--- config.mk ---
export PLATFORM = sky130hd
export DESIGN_NAME = rv32_decode_stage
export DESIGN_NICKNAME = d
export VERILOG_FILES = /design/src/rtl/rv32_ctrl_pkg.sv /design/src/rtl/rv32_imm_gen.sv /design/src/rtl/rv32_decode_stage.sv
export SDC_FILE = /design/constraint.sdc
export NUM_CORES = 1
export LEC_CHECK = 0
export CAP_MARGIN = 20
export CORE_AREA = 2 2 140 74
export CTS_BUF_LIST = sky130_fd_sc_hd__clkbuf_4
export CTS_CLUSTER_DIAMETER = 200
export CTS_CLUSTER_SIZE = 30
export DETAILED_ROUTE_END_ITERATION = 10
export DIE_AREA = 0 0 142 76
export PLACE_DENSITY = 0.87
export RECOVER_POWER = 50
export SLEW_MARGIN = 20
export SYNTH_ARGS = -nofsm -noshare
export SYNTH_HDL_FRONTEND = slang
export SYNTH_SLANG_ARGS = --single-unit
--- constraint.sdc ---
create_clock -name clk -period 8.42 [get_ports clk]
set_input_delay 1.684 -clock clk [delete_from_list [all_inputs] [get_ports clk]]
set_output_delay 1.684 -clock clk [all_outputs]
set_load 0.01 [all_outputs]
--- src/rtl/rv32_ctrl_pkg.sv ---
// rv32_ctrl_pkg: opcodes, writeback/branch enums and the decoded control bundle
package rv32_ctrl_pkg;
    localparam logic [6:0] OPC_LUI    = 7'b0110111;
    localparam logic [6:0] OPC_AUIPC  = 7'b0010111;
    localparam logic [6:0] OPC_JAL    = 7'b1101111;
    localparam logic [6:0] OPC_JALR   = 7'b1100111;
    localparam logic [6:0] OPC_BRANCH = 7'b1100011;
    localparam logic [6:0] OPC_LOAD   = 7'b0000011;
    localparam logic [6:0] OPC_STORE  = 7'b0100011;
    localparam logic [6:0] OPC_IMM    = 7'b0010011;
    localparam logic [6:0] OPC_OP     = 7'b0110011;
    localparam logic [6:0] OPC_SYSTEM = 7'b1110011;
    localparam logic [31:0] INSTR_EBREAK = 32'h0010_0073;
    typedef enum logic [1:0] {WB_NONE, WB_ALU, WB_MEM, WB_PC} wb_src_e;
    typedef enum logic [1:0] {BRA_NONE, BRA_JMP, BRA_CMP, BRA_ALU} bra_mode_e;
    typedef struct packed {
        logic [4:0]  rs1;
        logic [4:0]  rs2;
        logic [4:0]  rd;
        wb_src_e     wb_src;
        logic        alu_imm_b;
        logic        alu_pc_a;
        logic        alu_alt;
        logic [2:0]  alu_op;
        logic [31:0] imm;
        logic        cmp_z;
        logic        cmp_inv;
        bra_mode_e   bra_mode;
        logic        mem_en;
        logic        mem_we;
        logic [2:0]  mem_func;
        logic        muldiv;
        logic        illegal;
        logic        brk;
    } ctrl_t;
endpackage

--- src/rtl/rv32_imm_gen.sv ---
// rv32_imm_gen: sign-extended I/S/B/U/J immediate chosen by opcode (i_instr in, o_imm out)
module rv32_imm_gen
    import rv32_ctrl_pkg::*;
(
    input  logic [31:0] i_instr,
    output logic [31:0] o_imm
);
    logic [6:0] w_opc;
    assign w_opc = i_instr[6:0];
    always_comb
        o_imm = (w_opc == OPC_LUI || w_opc == OPC_AUIPC) ? {i_instr[31:12], 12'b0} :
                (w_opc == OPC_JAL) ? {{12{i_instr[31]}}, i_instr[19:12], i_instr[20], i_instr[30:21], 1'b0} :
                (w_opc == OPC_BRANCH) ? {{20{i_instr[31]}}, i_instr[7], i_instr[30:25], i_instr[11:8], 1'b0} :
                (w_opc == OPC_STORE) ? {{21{i_instr[31]}}, i_instr[30:25], i_instr[11:7]} :
                (w_opc == OPC_JALR || w_opc == OPC_LOAD || w_opc == OPC_IMM) ? {{21{i_instr[31]}}, i_instr[30:20]} :
                32'b0;
endmodule

--- src/rtl/rv32_decode_stage.sv ---
// rv32_decode_stage: registered RV32 decode stage; fetch handshake in, control bundle out, halts on traps
module rv32_decode_stage
    import rv32_ctrl_pkg::*;
#(
    parameter bit ENABLE_M   = 1'b1,
    parameter int REG_ADDR_W = 5,
    parameter int PC_W       = 32
) (
    input  logic                  clk,
    input  logic                  rst,
    input  logic                  in_valid,
    output logic                  in_ready,
    input  logic [31:0]           in_instr,
    input  logic [PC_W-1:0]       in_pc,
    input  logic                  flush,
    input  logic                  resume,
    output logic                  out_valid,
    input  logic                  out_ready,
    output logic [PC_W-1:0]       out_pc,
    output logic [REG_ADDR_W-1:0] rs1,
    output logic [REG_ADDR_W-1:0] rs2,
    output logic [REG_ADDR_W-1:0] rd,
    output logic [1:0]            wb_src,
    output logic                  alu_imm_b,
    output logic                  alu_pc_a,
    output logic                  alu_alt,
    output logic [2:0]            alu_op,
    output logic [31:0]           imm,
    output logic                  cmp_z,
    output logic                  cmp_inv,
    output logic [1:0]            bra_mode,
    output logic                  mem_en,
    output logic                  mem_we,
    output logic [2:0]            mem_func,
    output logic                  muldiv,
    output logic                  illegal,
    output logic                  brk,
    output logic                  halted
);
    ctrl_t           w_dec;
    ctrl_t           r_ctrl;
    logic            w_bad;
    logic            w_accept;
    logic            r_valid;
    logic            r_halted;
    logic [PC_W-1:0] r_pc;
    logic [31:0]     w_imm;
    logic [2:0]      w_f3;
    logic [6:0]      w_f7;
    assign w_f3 = in_instr[14:12];
    assign w_f7 = in_instr[31:25];
    rv32_imm_gen u_imm (.i_instr(in_instr), .o_imm(w_imm));
    always_comb begin
        w_dec = '0;
        w_bad = 1'b0;
        w_dec.imm = w_imm;
        case (in_instr[6:0])
            OPC_LUI, OPC_AUIPC: begin
                w_dec.wb_src = WB_ALU;
                w_dec.rd = in_instr[11:7];
                w_dec.alu_pc_a = in_instr[6:0] == OPC_AUIPC;
            end
            OPC_JAL: begin
                w_dec.wb_src = WB_PC;
                w_dec.bra_mode = BRA_JMP;
                w_dec.rd = in_instr[11:7];
            end
            OPC_JALR: begin
                w_bad = w_f3 != 3'b000;
                w_dec.wb_src = WB_PC;
                w_dec.bra_mode = BRA_ALU;
                w_dec.alu_imm_b = 1'b1;
                w_dec.rd = in_instr[11:7];
                w_dec.rs1 = in_instr[19:15];
            end
            OPC_BRANCH: begin
                w_bad = w_f3[2:1] == 2'b01;
                w_dec.bra_mode = BRA_CMP;
                w_dec.cmp_z = ~in_instr[14];
                w_dec.cmp_inv = in_instr[12];
                w_dec.rs1 = in_instr[19:15];
                w_dec.rs2 = in_instr[24:20];
            end
            OPC_LOAD: begin
                // rejects 011, 110 and 111
                w_bad = w_f3[1:0] == 2'b11 || w_f3[2:1] == 2'b11;
                w_dec.wb_src = WB_MEM;
                w_dec.mem_en = 1'b1;
                w_dec.mem_func = w_f3;
                w_dec.rd = in_instr[11:7];
                w_dec.rs1 = in_instr[19:15];
            end
            OPC_STORE: begin
                w_bad = w_f3[2] || w_f3[1:0] == 2'b11;
                w_dec.mem_en = 1'b1;
                w_dec.mem_we = 1'b1;
                w_dec.mem_func = w_f3;
                w_dec.rs1 = in_instr[19:15];
                w_dec.rs2 = in_instr[24:20];
            end
            OPC_IMM: begin
                w_bad = (w_f3 == 3'b001 && w_f7 != 7'h00) ||
                        (w_f3 == 3'b101 && w_f7 != 7'h00 && w_f7 != 7'h20);
                w_dec.wb_src = WB_ALU;
                w_dec.alu_imm_b = 1'b1;
                w_dec.alu_op = w_f3;
                w_dec.alu_alt = w_f3 == 3'b101 && in_instr[30];
                w_dec.rd = in_instr[11:7];
                w_dec.rs1 = in_instr[19:15];
            end
            OPC_OP: begin
                w_bad = !(w_f7 == 7'h00 ||
                          (w_f7 == 7'h20 && (w_f3 == 3'b000 || w_f3 == 3'b101)) ||
                          (w_f7 == 7'h01 && ENABLE_M));
                w_dec.wb_src = WB_ALU;
                w_dec.alu_op = w_f3;
                w_dec.alu_alt = w_f7 == 7'h20;
                w_dec.muldiv = w_f7 == 7'h01;
                w_dec.rd = in_instr[11:7];
                w_dec.rs1 = in_instr[19:15];
                w_dec.rs2 = in_instr[24:20];
            end
            OPC_SYSTEM: begin
                w_dec.brk = in_instr == INSTR_EBREAK;
                w_bad = !w_dec.brk;
            end
            default: w_bad = 1'b1;
        endcase
        // unused indices are already 0, so only live indices can trip the RV32E limit
        if (REG_ADDR_W < 5 && (w_dec.rs1[4] || w_dec.rs2[4] || w_dec.rd[4]))
            w_bad = 1'b1;
        if (w_bad) begin
            w_dec = '0;
            w_dec.illegal = 1'b1;
        end
    end
    assign in_ready = !rst && !r_halted && (!r_valid || out_ready);
    assign w_accept = in_valid && in_ready && !flush;
    always_ff @(posedge clk or posedge rst) begin
        if (rst) begin
            r_valid <= 1'b0;
            r_halted <= 1'b0;
            r_pc <= '0;
            r_ctrl <= '0;
        end else if (flush) begin
            r_valid <= 1'b0;
            r_halted <= 1'b0;
        end else if (w_accept) begin
            r_valid <= 1'b1;
            r_halted <= w_dec.illegal || w_dec.brk;
            r_pc <= in_pc;
            r_ctrl <= w_dec;
        end else begin
            r_valid <= r_valid && !out_ready;
            r_halted <= r_halted && !resume;
        end
    end
    assign out_valid = r_valid;
    assign halted = r_halted;
    assign out_pc = r_pc;
    assign rs1 = r_ctrl.rs1[REG_ADDR_W-1:0];
    assign rs2 = r_ctrl.rs2[REG_ADDR_W-1:0];
    assign rd = r_ctrl.rd[REG_ADDR_W-1:0];
    assign wb_src = r_ctrl.wb_src;
    assign alu_imm_b = r_ctrl.alu_imm_b;
    assign alu_pc_a = r_ctrl.alu_pc_a;
    assign alu_alt = r_ctrl.alu_alt;
    assign alu_op = r_ctrl.alu_op;
    assign imm = r_ctrl.imm;
    assign cmp_z = r_ctrl.cmp_z;
    assign cmp_inv = r_ctrl.cmp_inv;
    assign bra_mode = r_ctrl.bra_mode;
    assign mem_en = r_ctrl.mem_en;
    assign mem_we = r_ctrl.mem_we;
    assign mem_func = r_ctrl.mem_func;
    assign muldiv = r_ctrl.muldiv;
    assign illegal = r_ctrl.illegal;
    assign brk = r_ctrl.brk;
endmodule

==> impl_metrics.csv <==
group,metric,value,unit
timing,final-max-slew-violation-count,46,
power_and_ir_drop,power.density,151,nW/µm²
setup_path,endpoint,"in_ready",
setup_path,reg2reg_from,"halted",
route,drt_iter0_drc,267,
logic_synthesis,synth_top_area_cell,"dfrtp_1",
timing,slew_headroom,-0.370,
clocking,post_cts.repair.setup_buffers,0,
placement,placed_area,6380,µm²
power_and_ir_drop,internal_power,707,µW
logic_synthesis,synthTopCellsByArea,"dfrtp_1 55%, nand2_1 8.6%, mux2_2 7.8%",
setup_path,crit_start,"rst",
logic_synthesis,avgSynthCellArea,10.5,µm²
logic_synthesis,yosysMostFrequentCell,"nand2_1",
power_and_ir_drop,total_leakage_power,0.00276,µW
timing,rsz0062_at_grt,"no",
timing,skew,0.0126,ns
timing,setup_slack,3.69,ns
die,core_area,9730,µm²
flow_run,drv_cap,1,
global_routing,antenna_found_initial,0,
power_and_ir_drop,netSwitchingFraction,0.279,
global_routing,gr-total-overflow,0,
placement,gp_congestion,0.896,
logic_synthesis,synthesis.nets,512,
final_layout,syn_to_final_growth,40.2,%
route,num_vias,3954,
final_layout,diodes,0,
route,drt.antenna.violating_nets,0,
global_routing,grtUsageTotal,0.263,
power_and_ir_drop,fin_total_pwr,980,µW
route,wl_per_cell,18.7,µm
route,wl_met3,1530,µm
timing,tightest_slew,2.04,ns
final_layout,multi_input_comb_area,1930,µm²
timing,period_minus_slack,4.73,ns
timing,final_hold_viol_count,0,
run_status,violations,"max-capacitance violations, max-slew violations",
timing,finalSetupViolations,0,
final_layout,nNetsFinal,671,
global_routing,grt_pass1_wl,21800,µm
run_status,outcome,"finished, violations left",
logic_synthesis,synth_top_area_share,0.545,
final_layout,fin_area,6500,µm²
route,wl,13700,µm
route,top_layer,"met4",
die,dieArea,10800,µm²
setup_path,critPathMaxFanout,2,
clocking,cts_sinks,101,
power_and_ir_drop,switchingPower,273,µW
clocking,cts_made_buffers,9,
timing,finalSetupTns,0,ns
setup_path,start_kind,"input port",
logic_synthesis,yosys-top-cells-count,"106 x nand2_1, 101 x dfrtp_1, 37 x o21ai_0, 32 x mux2_2, 30 x o21ai_2",
logic_synthesis,synth.cell_area,4630,µm²
timing,min_period_over_period,0.561,
route,route.layer.met1.wl,6390,µm
clocking,ctsRootBufferMaster,"clkbuf_4",
clocking,cts_hold_buf,0,
placement,dp_slack,3.68,ns
clocking,htreeDepth,3,
clocking,clockBufferDepth,2,
global_routing,first_global_vias,3944,
worst_hold_path,hold_class,"reg2reg",
setup_path,arrival,3.04,ns
logic_synthesis,synthDistinctLibCells,52,
clocking,clk_pin_slew_worst_paths,0.14,ns
logic_synthesis,synth-edff-count,0,
power_and_ir_drop,pwr-share-clk,0.231,
die,ios,172,
setup_path,path_class,"in2out",
setup_path,rr_endpoint,"alu_op[1]",
final_layout,nFillCells,757,
logic_synthesis,syn_inst,442,
timing,holdWs,0.490,ns
clocking,cts_tree,"built",
final_layout,drive_gt1_frac,0.152,
route,drt_pass1_iterations,4,
logic_synthesis,synth-main-ff-cell,"dfrtp_1",
clocking,cts_resized,0,
logic_synthesis,ys_async_sr_fraction,1.00,
clocking,clk_latency,0.46,ns
die,start_util,0.476,
setup_path,r2r_cells,6,
final_layout,register_area,2530,µm²
global_routing,grt_start_max_net_pins,102,
logic_synthesis,ys_seq_area_frac,0.545,
power_and_ir_drop,combPwrFrac,0.217,
logic_synthesis,ys_ff_latch,101,
setup_path,endpoint_kind,"primary output",
die,fp-row-count,26,
die,die_y,76,µm
logic_synthesis,yosysWarnings,0,
setup_path,required,6.74,ns
route,wl_met2,5670,µm
timing,clock.fmax,0.212,GHz
placement,dpl.hpwl,10200,µm
die,die_width,142,µm
route,drcViolationCount,0,
power_and_ir_drop,irDropWorstVdd,0.113,mV
power_and_ir_drop,pwr-share-seq,0.553,
route,viasPerCell,5.40,
setup_path,ff2ff_setup_slack,5.94,ns
placement,io_buffers,171,
-- stage by stage --
step            util  cells
2_1_floorplan      -    442
3_3_place_gp   0.654    715
3_5_place_dp   0.656    716
4_1_cts        0.668    732
5_1_grt        0.668    732
6_report       0.668    732
-- placed cells by master (no fill, tap or decap), drive strengths merged, types with 5 or more instances in the layout --
master         instances
nand3                  9
clkbuf                10
mux2                  32
a21oi                 10
nand2b                 5
a22oi                  5
clkinv                 6
nor2                  21
nand2                106
nor4                   6
o21ai                 68
clkdlybuf4s50        119
dlygate4sd3           52
dfrtp                101
-- kinds of logic (layout without fill, tap and decap cells) --
logic type,after synthesis,in the layout,synth area share
AOI/OAI and AO/OA,102,102,0.160
DFF,101,101,0.545
buffers and inverters,31,195,0.0400
muxes,32,32,0.0778
and+or+nand+nor,175,175,0.175
xor gates and xnor gates,1,1,0.00189
-- worst min path at each step --
| stage | depth (start not counted) | slack, ns | end | from |
|---|---|---|---|---|
| after floorplan | 2 | 0.52 | bra_mode[0] | bra_mode[0] |
| after global placement | 2 | 0.46 | imm[17] | imm[17] |
| after detailed placement | 2 | 0.47 | imm[15] | imm[15] |
| after CTS | 2 | 0.50 | imm[15] | imm[15] |
| after global routing | 2 | 0.51 | mem_en | mem_en |
| final | 2 | 0.49 | mem_en | mem_en |
-- state kept, by name, indices dropped and copies added, names as in the netlist, 2 cells and up --
register and cells:
imm 32, mem_func 3, out_pc 32, wb_src 2
rs2 5, bra_mode 2, rd 5, rs1 5
alu_op 3
-- cell type report --
| type | count | share of cell area |
|---|---|---|
| flip-flops and latches | 101 | 0.389 |
| clock inverters | 6 | 0.00616 |
| inverters | 5 | 0.00308 |
| clock buffers | 10 | 0.0116 |
| multi-input cells | 310 | 0.297 |
| repair buffers | 174 | 0.269 |
| well taps | 126 | 0.0243 |
-- worst max-delay path, stage by stage --
cell and delay [ns]:
dlygate4sd3_1 0.57, nor2_1 0.13, and2_1 0.14, clkdlybuf4s50_1 0.53
-- layer usage --
layer  vias to the layer above  GRT usage
li1                       1860          -
met1                      1892      0.393
met2                       194      0.370
met3                         8      0.104
met4                         0     0.0360
met5                         -          0
-- power by group through the flow --
| stage | clock network, µW | logic [µW] | registers (µW) |
|---|---|---|---|
| 2_1_floorplan | 0 | 65.6 | 568 |
| 3_3_place_gp | 0 | 216 | 549 |
| 3_5_place_dp | 0 | 220 | 552 |
| 4_1_cts | 232 | 221 | 543 |
| 5_1_grt | 254 | 228 | 548 |
| 6_report | 226 | 212 | 541 |
Note: power is estimated with default switching activity, not from simulation.
